--- config.mk ---
export PLATFORM = sky130hd
export DESIGN_NAME = ser_tx_arbiter
export DESIGN_NICKNAME = d
export VERILOG_FILES = /design/src/rtl/ser_arb_pkg.sv /design/src/rtl/ser_tx_shifter.sv /design/src/rtl/ser_tx_arbiter.sv
export SDC_FILE = /design/constraint.sdc
export NUM_CORES = 1
export LEC_CHECK = 0
export BUFFER_PORTS_ARGS = -buffer_cell sky130_fd_sc_hd__buf_2
export CAP_MARGIN = 20
export CORE_MARGIN = 1
export CORE_UTILIZATION = 53
export CTS_BUF_LIST = sky130_fd_sc_hd__clkbuf_16
export DETAILED_ROUTE_END_ITERATION = 10
export GPL_TIMING_DRIVEN = 0
export PLACE_DENSITY = 0.78
export SYNTH_ARGS = -nofsm -noshare
export SYNTH_HDL_FRONTEND = slang
export SYNTH_SLANG_ARGS = --single-unit
--- constraint.sdc ---
create_clock -name clk -period 2.15 [get_ports clk]
set_input_delay 0.1075 -clock clk [delete_from_list [all_inputs] [get_ports clk]]
set_output_delay 0.1075 -clock clk [all_outputs]
set_load 0.01 [all_outputs]
--- src/rtl/ser_arb_pkg.sv ---
// Shared types and constants for the serial transmit arbiter.
// Frame format is 8N1: one start bit, eight data bits, one stop bit.
package ser_arb_pkg;

    typedef enum logic [1:0] {
        IDLE,
        START,
        DATA,
        STOP
    } ser_state_e;

    localparam int FRAME_BITS = 10;

    function automatic int baud_w(input int clkdiv);
        return (clkdiv > 2) ? $clog2(clkdiv) : 1;
    endfunction

endpackage

--- src/rtl/ser_tx_shifter.sv ---
// 8N1 serialiser: baud/bit counters, shift register, ser_tx and busy.
// load is taken only while done (FSM idle) is high.
module ser_tx_shifter
    import ser_arb_pkg::*;
#(
    parameter int CLKDIV = 20
) (
    input  logic       clk,
    input  logic       resetn,
    input  logic       load,
    input  logic [7:0] load_data,
    output logic       done,
    output logic       ser_tx,
    output logic       busy
);

    localparam int BW = baud_w(CLKDIV);
    localparam int DATA_BITS = FRAME_BITS - 2;
    localparam logic [BW-1:0] BAUD_LAST = BW'(CLKDIV - 1);
    localparam logic [2:0] BIT_LAST = 3'(DATA_BITS - 1);

    ser_state_e    state, state_n;
    logic [BW-1:0] baud, baud_n;
    logic [2:0]    bit_cnt, bit_n;
    logic [7:0]    shreg, shreg_n;
    logic          tx_n, busy_n;
    logic          baud_end;

    assign baud_end = (baud == BAUD_LAST);
    assign done = (state == IDLE);

    always_comb begin
        state_n = state;
        baud_n  = baud_end ? '0 : baud + 1'b1;
        bit_n   = bit_cnt;
        shreg_n = shreg;
        tx_n    = ser_tx;
        busy_n  = busy;
        unique case (state)
            IDLE: begin
                baud_n = '0;
                if (load) begin
                    state_n = START;
                    shreg_n = load_data;
                    tx_n    = 1'b0;
                    busy_n  = 1'b1;
                end
            end
            START: begin
                if (baud_end) begin
                    state_n = DATA;
                    tx_n    = shreg[0];
                end
            end
            DATA: begin
                if (baud_end) begin
                    if (bit_cnt == BIT_LAST) begin
                        state_n = STOP;
                        bit_n   = '0;
                        tx_n    = 1'b1;
                    end else begin
                        bit_n   = bit_cnt + 1'b1;
                        shreg_n = shreg >> 1;
                        tx_n    = shreg[1];
                    end
                end
            end
            STOP: begin
                if (baud_end) begin
                    state_n = IDLE;
                    busy_n  = 1'b0;
                end
            end
            default: state_n = IDLE;
        endcase
    end

    // Reset drops any frame in flight and forces the line idle-high.
    always_ff @(posedge clk or negedge resetn) begin
        if (!resetn) begin
            state   <= IDLE;
            baud    <= '0;
            bit_cnt <= '0;
            shreg   <= '0;
            ser_tx  <= 1'b1;
            busy    <= 1'b0;
        end else begin
            state   <= state_n;
            baud    <= baud_n;
            bit_cnt <= bit_n;
            shreg   <= shreg_n;
            ser_tx  <= tx_n;
            busy    <= busy_n;
        end
    end

endmodule

--- src/rtl/ser_tx_arbiter.sv ---
// Round-robin arbiter sharing one 8N1 ser_tx line among N_REQ requesters.
// Define UART_ARB_LOCK_EN to keep a grant until the requester's req_last byte.
module ser_tx_arbiter
    import ser_arb_pkg::*;
#(
    parameter int N_REQ = 2,
    parameter int CLKDIV = 20,
    localparam int GW = (N_REQ > 1) ? $clog2(N_REQ) : 1
) (
    input  logic               clk,
    input  logic               resetn,
    input  logic [N_REQ-1:0]   req_valid,
    input  logic [8*N_REQ-1:0] req_data,
    input  logic [N_REQ-1:0]   req_last,
    output logic [N_REQ-1:0]   req_ready,
    output logic               ser_tx,
    output logic               busy,
    output logic [GW-1:0]      grant_id
);

    if (N_REQ < 2 || N_REQ > 8) begin : g_bad_nreq
        $error("ser_tx_arbiter: N_REQ must be 2..8");
    end
    if (CLKDIV < 2) begin : g_bad_clkdiv
        $error("ser_tx_arbiter: CLKDIV must be >= 2");
    end

    logic             sh_done;
    logic             fire;
    logic             found;
    logic [GW-1:0]    win;
    logic [GW-1:0]    idx;
    logic [GW-1:0]    rr_ptr;
    logic [N_REQ-1:0] cand;

`ifdef UART_ARB_LOCK_EN
    logic          locked;
    logic [GW-1:0] lock_id;

    always_comb begin
        cand = req_valid;
        if (locked) begin
            cand = req_valid & (N_REQ'(1) << lock_id);
        end
    end

    always_ff @(posedge clk or negedge resetn) begin
        if (!resetn) begin
            locked  <= 1'b0;
            lock_id <= '0;
        end else if (fire) begin
            locked  <= ~req_last[win];
            lock_id <= win;
        end
    end
`else
    logic unused_last;
    assign unused_last = ^req_last;
    assign cand = req_valid;
`endif

    // rr_ptr holds the highest-priority index for the next grant.
    always_comb begin
        found = 1'b0;
        win   = '0;
        idx   = '0;
        for (int k = 0; k < N_REQ; k++) begin
            idx = GW'((int'(rr_ptr) + k) % N_REQ);
            if (!found && cand[idx]) begin
                found = 1'b1;
                win   = idx;
            end
        end
    end

    always_comb begin
        req_ready = '0;
        if (resetn && sh_done && found) begin
            req_ready = N_REQ'(1) << win;
        end
    end

    assign fire = |(req_ready & req_valid);

    always_ff @(posedge clk or negedge resetn) begin
        if (!resetn) begin
            rr_ptr   <= '0;
            grant_id <= '0;
        end else if (fire) begin
            grant_id <= win;
            rr_ptr   <= (win == GW'(N_REQ - 1)) ? '0 : win + 1'b1;
        end
    end

    ser_tx_shifter #(
        .CLKDIV(CLKDIV)
    ) u_shifter (
        .clk      (clk),
        .resetn   (resetn),
        .load     (fire),
        .load_data(req_data[8*win +: 8]),
        .done     (sh_done),
        .ser_tx   (ser_tx),
        .busy     (busy)
    );

endmodule

Yosys cells after proc, flatten, opt, wreduce, memory -nomap -nowiden
Cells that the tools add are included.
{"block": "word_totals", "n_memories": 0, "ff_bits": 22, "latch_bits": 0, "mem_bits_ro": 0, "ram_bits": 0}
{"block": "classes", "eq_ne": 11, "reduce_logical": 14, "n_div": 0, "n_mul": 0, "addsub": 4, "n_mux": 31, "order_cmp": 2, "bitwise": 1, "n_shift": 2}
{"cell": "2-to-1 mux 8 bit", "count": 3}
{"cell": "one-hot mux 8 bit (2 select lines)", "count": 1}
{"cell": "indexed part select 16 x 5 -> 8 bit", "count": 1}
{"cell": "2-to-1 mux 1 bit", "count": 15}
{"cell": "2-to-1 mux 2 bit", "count": 6}
{"cell": "2-to-1 mux 5 bit", "count": 2}
{"cell": "!= test 2 x 1 -> 1 bit (second input constant)", "count": 5}
{"cell": "one-hot mux 2 bit (4 select lines)", "count": 1}
{"cell": "AND reduction 4 bit", "count": 2}
{"cell": "adder 5 x 1 -> 5 bit (second input constant)", "count": 1}
{"cell": "equality test 5 bit (second input constant)", "count": 1}
{"cell": "AND reduction 5 bit", "count": 1}
{"cell": "equality test 2 bit (second input constant)", "count": 2}
{"cell": "less-than comparator 1 x 2 -> 1 bit (second input constant)", "count": 2}
{"cell": "nonzero test 2 bit", "count": 2}
{"cell": "adder 3 x 1 -> 3 bit (second input constant)", "count": 1}
{"cell": "equality test 3 bit (second input constant)", "count": 1}
{"cell": "logical AND 1 bit", "count": 3}
{"cell": "2-to-1 mux 3 bit", "count": 1}
{"cell": "one-hot mux 1 bit (3 select lines)", "count": 1}
{"cell": "AND reduction 3 bit", "count": 1}
{"cell": "nonzero test 3 bit", "count": 1}
{"cell": "adder 1 bit (second input constant)", "count": 2}
{"cell": "AND 2 bit", "count": 1}
{"cell": "8 further kinds", "count": 8}

Logic depth before layout (Yosys ltp)
Gate-level depths: netlist (run 1).
{"block": "depth", "word_depth": 12, "ltp_mapped": 7}

By module
Synthesis (run 1) repeated with hierarchy kept, for this count alone.
{"block": "hier_totals", "cells_unflattened": 143, "area_unflattened_um2": 1396.3}
{"mod": "ser_tx_shifter", "area_per_inst_um2": 1187.4, "instances": 1, "cells_each": 121, "seq_area_each_um2": 501.7}
{"mod": "ser_tx_arbiter", "area_per_inst_um2": 209.0, "instances": 1, "cells_each": 22, "seq_area_each_um2": 50.0}

Least setup slack after synthesis (run 1)
Ideal clock, no wire load.
{"block": "synth_timing", "path_kind": "register to register", "start": "register u_shifter.baud[0]", "end": "register u_shifter.shreg[0]", "path_slack_ps": 434, "stages_incl_launch_ff": 6, "synth_period_minus_slack_ps": 1716, "t_arrival_ps": 1591, "path_buffers": 0, "setup_ps": 125, "cell_sequence": "dfrtp_1 ha_1 and4bb_4 and3_4 o21ai_4 mux2_2"}
{"block": "synth_between", "elab_chain_cells": 3}
{"element": "from (decl)", "line_no": "ser_tx_shifter.sv:23", "rtl": "logic [BW-1:0] baud, baud_n;"}
{"element": "from (signal assigned)", "line_no": "ser_tx_shifter.sv:89", "rtl": "baud <= baud_n;"}
{"element": "equality test 5 bit", "line_no": "ser_tx_shifter.sv:29", "rtl": "assign baud_end = (baud == BAUD_LAST);"}
{"element": "!= test 2 x 1 -> 1 bit (no line)"}
{"element": "AND reduction 4 bit (no line)"}
{"element": "to (signal assigned)", "line_no": "ser_tx_shifter.sv:91", "rtl": "shreg <= shreg_n;"}
{"element": "to (decl)", "line_no": "ser_tx_shifter.sv:25", "rtl": "logic [7:0] shreg, shreg_n;"}
Every way passes these cells.
A chain may end at the register's enable or synchronous reset.

Worst setup path after layout (run 1)
{"block": "layout_timing", "start": "register u_shifter.state[0]", "end": "output port req_ready[0]"}
{"block": "layout_between", "elab_chain_cells": 4}
{"element": "from (decl)", "line_no": "ser_tx_shifter.sv:22", "rtl": "ser_state_e state, state_n;"}
{"element": "from (signal assigned)", "line_no": "ser_tx_shifter.sv:88", "rtl": "state <= state_n;"}
{"element": "zero test 2 bit", "line_no": "ser_tx_shifter.sv:30", "rtl": "assign done = (state == IDLE);"}
{"element": "logical AND 1 bit (2 in series)", "line_no": "ser_tx_arbiter.sv:78", "rtl": "if (resetn && sh_done && found) begin"}
{"element": "2-to-1 mux 2 bit", "line_no": "ser_tx_arbiter.sv:78"}
{"element": "to (decl)", "line_no": "ser_tx_arbiter.sv:15", "rtl": "output logic [N_REQ-1:0] req_ready,"}
Every way passes these cells.

==> results.cfg, run 1 <==
[clock_tree]
clkSinkCount = 22
root_buffer = clkbuf_16
cts_buffer_depth = 2
cts.clk_slew.worst_paths_ns = 0.06
cts_tree = done
cts_setup_buffers = 0
htree_num_levels = 1
cts_buffers = 3
clock_latency_ns = 0.25

[yosys]
synth-seq-cells = 22
syn-num-nets = 159
synth_cells = 129
avgSynthCellArea_um2 = 9.92
synth.distinct_cells = 30
yosysSeqAreaShare_pct = 43.1
yosysWarnings = 0
syn_area_um2 = 1280

[timing]
max_slew_margin_pct = 64.9
tightest_slew_ns = 0.526
whs_ns = 0.260
setup_tns_ns = 0
post-route-min-period_ns = 1.94
hold_viol_final = 0
setup-violations-final = 0
fin_worst_skew_ns = 0.00437
worst_slack_ns = 0.212
finalMaxSlewViolations = 0
fmax_ghz = 0.516
final_min_period_over_clock_period_pct = 90.1
rsz0062_at_grt = no

[setup_path]
startpoint_type = flop
worstPathArrival_ns = 1.83
crit_cells = 5
r2r_cells = 5
critPathMaxFanout = 10
crit_buf_inv = 2
end_kind = output pin
worstPathRequired_ns = 2.04
critPathMaxStageDelay_ns = 0.40
cpLargestDelayFamily = flip-flops
cp_slowest_cell = dfrtp_1
worstSetupPathType = flop to output pin
cp_cell_sequence = inv_1 > ha_1 > o211ai_1 > nor2_1 > buf_2

[floorplanning]
num_rows = 17
initial_utilization_pct = 56.8
ios = 27
die_x_um = 51.1
die-area_um2 = 2620
core_area_um2 = 2250
dieHeight_um = 51.1

[final_layout]
final_cell_mix = buf_2 (24), dfrtp_1 (21), o21ai_0 (13)
utilization_pct = 67.2
final_nets = 187
postLayoutCellArea_um2 = 1520
multiInputGateArea_um2 = 689
regArea_um2 = 552
drive_gt1_share_pct = 25.6
antenna_cells = 0
final_common_cell = buf_2
stdcell_count = 184
syn2layout_area_growth_pct = 18.4
fillCellCount = 175

[power_and_ir_drop]
power_density_nw_per_um2 = 561
p_comb_share_pct = 5.2
clockPowerShare_pct = 46.1
p_int_uw = 680
seq_power_share_pct = 48.7
ir_drop_v = 0.000339
p_leak_nw = 0.757
switchingPower_uw = 170
power_uw = 851
switching_share_pct = 20.0

[drt]
vias = 1056
ant_nets = 0
drc = 0
wire_per_inst_um = 14.1
via_per_inst = 5.74
drt_iter0_drc = 45
routed_wl_um = 2590
first_pass_iters = 4

[worst_hold_path]
whs_path_depth = 3
hp-class = input pin to flop

[placed_design]
dp_hpwl_um = 1910
place_ws_ns = 0.185
place_area_um2 = 1430
place_congestion = 0.827
portBuffers = 23
place_inst = 180

[status]
outcome = finished, final reports clean

[grt]
antenna_found_initial = 0
grt_overflow = 0
grt_pass1_vias = 1052
grt_use_total_pct = 22.3
grt_max_degree = 26
grt_first_pass_wirelength_um = 4370

[run]
drv_cap = 0
## sequential cells by signal, summed over array words and instances (netlist names)
register	cells
u_shifter.shreg	8
u_shifter.baud	5
u_shifter.bit_cnt	3
u_shifter.state	2
grant_id	1
rr_ptr	1
u_shifter.busy	1
u_shifter.ser_tx	1
## power groups by stage
| stage | Sequential, mW | Combinational [mW] | Clock [mW] |
|---|---|---|---|
| after floorplan | 0.422 | 0.0140 | 0 |
| after global placement | 0.422 | 0.0408 | 0 |
| after detailed placement | 0.422 | 0.0430 | 0 |
| after CTS | 0.414 | 0.0445 | 0.400 |
| after global routing | 0.414 | 0.0495 | 0.415 |
| final | 0.414 | 0.0443 | 0.392 |
## cell type report
class	count	share of cell area (%)
Tap cell	28	2.31
Inverter	6	1.49
Clock buffer	3	4.95
Buffer	3	0.826
Multi-Input combinational cell	97	45.5
Clock inverter	1	0.248
Sequential cell	22	36.4
Timing Repair Buffer	24	8.26
## repair_timing
action,4_1_cts,5_1_grt
endpoints found under the setup margin,0,1
resized for setup,0,0
endpoints found under the hold margin,21,0
hold buffers,1,0
## worst paths after layout
path	slack, ns	to	start
setup reg to reg	0.29	u_shifter.shreg[6]	u_shifter.baud[0]
hold / removal	0.26	u_shifter.shreg[7]	req_data[7]
hold reg to reg	0.47	u_shifter.baud[0]	u_shifter.baud[0]
max in group asynchronous	1.42	u_shifter.ser_tx	resetn
min in group asynchronous	0.37	u_shifter.state[1]	resetn
setup / recovery	0.21	req_ready[0]	u_shifter.state[0]
## cell usage after synthesis
cell type / count / share of area (%)
a21o_1: 4 / 2.3
a21oi_1: 9 / 3.5
a22oi_1: 1 / 0.59
a31oi_1: 8 / 3.9
a32o_1: 1 / 0.78
and3_1: 1 / 0.49
and3_4: 1 / 0.88
and4bb_4: 1 / 1.3
buf_2: 1 / 0.39
clkbuf_1: 3 / 0.88
dfrtp_1: 21 / 41
dfstp_2: 1 / 2.1
ha_1: 8 / 7.8
inv_1: 6 / 1.8
mux2_1: 1 / 0.88
mux2_2: 9 / 7.9
mux2i_1: 2 / 1.6
nand2_1: 9 / 2.6
nand3_1: 2 / 0.78
nand4bb_1: 1 / 0.88
nor2_1: 6 / 1.8
nor2b_1: 9 / 4.4
nor3_1: 3 / 1.2
nor3b_1: 1 / 0.59
o211ai_1: 1 / 0.59
o21ai_0: 13 / 5.1
o21ai_1: 2 / 0.78
o21ai_4: 1 / 1.3
or2b_1: 1 / 0.59
xnor2_1: 2 / 1.4
## metal layers
metal / GRT usage (%) / vias up / part of all wire (%)
li1: - / 519 / -
met1: 28.4 / 505 / 47
met2: 38.6 / 27 / 47
met3: 2.68 / 5 / 3.9
met4: 8.33 / 0 / 1.6
met5: 0 / - / 0
## worst min-delay path, cell delays in order
cell,delay [ns]
buf_2,0.08
mux2_2,0.14
a32o_1,0.15
## kinds of logic (layout without fill, tap and decap cells)
logic type,Yosys count,in the layout,share of synthesized area (%)
AOI/OAI and AO/OA,40,40,18.9
muxes,12,12,10.4
buffers and inverters,10,37,3.03
adders and majority gates,8,8,7.82
DFF,22,22,43.1
and+or+nand+nor,35,35,15.4
xor gates and xnor gates,2,2,1.37
Note: power is estimated with default switching activity, not from simulation.
==> run 2: changes to the inputs <==
==> constraint.sdc (replaced) <==
create_clock -name clk -period 2 [get_ports clk]
set_input_delay 0.1 -clock clk [delete_from_list [all_inputs] [get_ports clk]]
set_output_delay 0.1 -clock clk [all_outputs]
set_load 0.01 [all_outputs]
==> run 2 against run 1 <==
Effect of this change:
- sequential power rose by 7.5%
- via count increased by 0.47%
- sequential share of layout area down 0.12 points
- die area unchanged
- worst setup slack worse by 0.071 ns
- power grew 7.5%
- critical path depth is the same
- flip-flop and latch count unchanged
- register-to-register slack worse by 0.15 ns
- worst hold slack worse by 0.0070 ns
- critical endpoint is now u_shifter.shreg[6]
==> results.cfg, run 2 (synthesized netlist as in run 1, its figures left out) <==
[setup_path]
worstPathArrival_ns = 1.99
r2r_start = u_shifter.baud[0]
critPathMaxStageDelay_ns = 0.39
end_kind = flop
cp_cell_sequence = ha_1 > and4bb_4 > and3_4 > o21ai_4 > mux2_2
critPathLaunch = u_shifter.baud[0]
cp_slowest_cell = dfrtp_1
worstSetupPathType = flop to flop
critPathMaxFanout = 8
startpoint_type = flop
worstPathRequired_ns = 2.14

[grt]
grt_use_total_pct = 22.3
grt_pass1_vias = 1045
grt_max_degree = 26
antenna_found_initial = 0
grt_first_pass_wirelength_um = 4370
use_met1_pct = 28.4
grt_util_met3_pct = 2.68
grt_overflow = 0
grt-busiest-layer = met2
groute.layer.met2.usage_pct = 38.6

[final_layout]
final_cell_mix = buf_2 (23), dfrtp_1 (21), o21ai_0 (13)
antenna_cells = 0
syn2layout_area_growth_pct = 18.8
largest-register = u_shifter.shreg
final_nets = 187
stdcell_count = 184
fillCellCount = 175
largest_reg_flops = 8
multiInputGateArea_um2 = 692
drive_gt1_share_pct = 26.3
reg_top3 = u_shifter.shreg: 8 flops, u_shifter.baud: 5 flops, u_shifter.bit_cnt: 3 flops
regArea_um2 = 552
final_common_cell = buf_2

[power_and_ir_drop]
p_comb_share_pct = 5.2
p_int_uw = 732
seq_power_share_pct = 48.7
power_density_nw_per_um2 = 602
clockPowerShare_pct = 46.1
p_leak_nw = 0.756
switchingPower_uw = 183
ir_drop_v = 0.000366
power_uw = 915
switching_share_pct = 20.0

[placed_design]
place_inst = 180
place_ws_ns = 0.0352
portBuffers = 23
place_congestion = 0.827
dp_hpwl_um = 1910

[timing]
post-route-min-period_ns = 1.86
tightest_slew_ns = 0.486
setup_tns_ns = 0
max_slew_margin_pct = 67.5
final_min_period_over_clock_period_pct = 92.9
worst_slack_ns = 0.141
fin_worst_skew_ns = 0.00520
fmax_ghz = 0.538
hold_viol_final = 0
setup-violations-final = 0
finalMaxSlewViolations = 0
rsz0062_at_grt = no

[drt]
vias = 1061
first_pass_iters = 4
ant_nets = 0
drt_iter0_drc = 48
drc = 0
wire_per_inst_um = 14.1
via_per_inst = 5.77
routed_wl_um = 2590

[floorplanning]
core_area_um2 = 2250
die-area_um2 = 2620
num_rows = 17
die_x_um = 51.1
ios = 27
initial_utilization_pct = 56.8
dieHeight_um = 51.1

[worst_hold_path]
min_from = req_data[7]
hp-class = input pin to flop

[clock_tree]
cts_buffers = 3
cts_buffer_depth = 2
clock_latency_ns = 0.25
root_buffer = clkbuf_16
cts.clk_slew.worst_paths_ns = 0.06
clkSinkCount = 22
htree_num_levels = 1
cts_tree = done

[run]
drv_cap = 0

[status]
outcome = finished, final reports clean
[run 2: cell types whose count changed in the layout (fill, tap and decap cells not counted), sizes merged]
cell | previous run | this run
clkbuf | 5 | 6
buf | 24 | 23
[run 2: area by class of cell]
class                      instances  share of cell area, %
sequential                        22                   36.3
buffer                             3                  0.823
clock inverter                     1                  0.247
tap                               28                   2.30
clock buffer                       3                   4.94
timing repair buffer              24                   8.40
inverter                           6                   1.48
multi-input combinational         97                   45.5
[run 2: power by group through the flow]
| stage | Clock [mW] | Combinational, mW | Sequential (mW) |
|---|---|---|---|
| final | 0.422 | 0.0480 | 0.445 |
| after floorplan | 0 | 0.0150 | 0.453 |
| after CTS | 0.430 | 0.0478 | 0.445 |
| after detailed placement | 0 | 0.0462 | 0.453 |
| after global placement | 0 | 0.0439 | 0.453 |
| after global routing | 0.447 | 0.0538 | 0.445 |
[run 2: critical path: cells and delay by family, from the launching register on]
family | cells | cell delay, ns
compound gates | 1 | 0.26
fa+ha+maj | 1 | 0.27
flops | 1 | 0.39
mux | 1 | 0.37
simple gates | 2 | 0.45
[run 2: what timing repair did]
action / 4_1_cts / 5_1_grt
gates resized for setup: 0 / 2
hold buffers: 1 / 0
hold endpoints to repair: 21 / 0
endpoints found under the setup margin: 1 / 2
buffers inserted: 0 / 0
[run 2: through the flow]
| step | cell area, um2 | utilization [%] | hold slack (ns) |
|---|---|---|---|
| global route | 1520 | 67.4 | 0.271 |
| finish | 1520 | 67.4 | 0.253 |
| detailed placement | 1430 | 63.4 | 0.103 |
| CTS | 1520 | 67.2 | 0.254 |
| floorplan | 1280 | - | -0.196 |
| global placement | 1430 | 63.4 | 0.0987 |
[run 2: worst paths after layout]
check | end | depth (start not counted) | slack (ns)
max in group asynchronous | u_shifter.ser_tx | 2 | 1.40
hold reg to reg | u_shifter.baud[0] | 1 | 0.47
hold / removal | u_shifter.shreg[7] | 3 | 0.25
setup reg to reg | u_shifter.shreg[6] | 5 | 0.14
setup / recovery | u_shifter.shreg[6] | 5 | 0.14
min in group asynchronous | u_shifter.state[1] | 2 | 0.31
[run 2: routing by layer]
metal	part of all wire, %	routed length, um	vias to the layer above
met4	1.6	42	0
met3	4.3	112	5
met2	48	1230	28
met1	46	1200	509
met5	0	0	-
li1	-	-	519
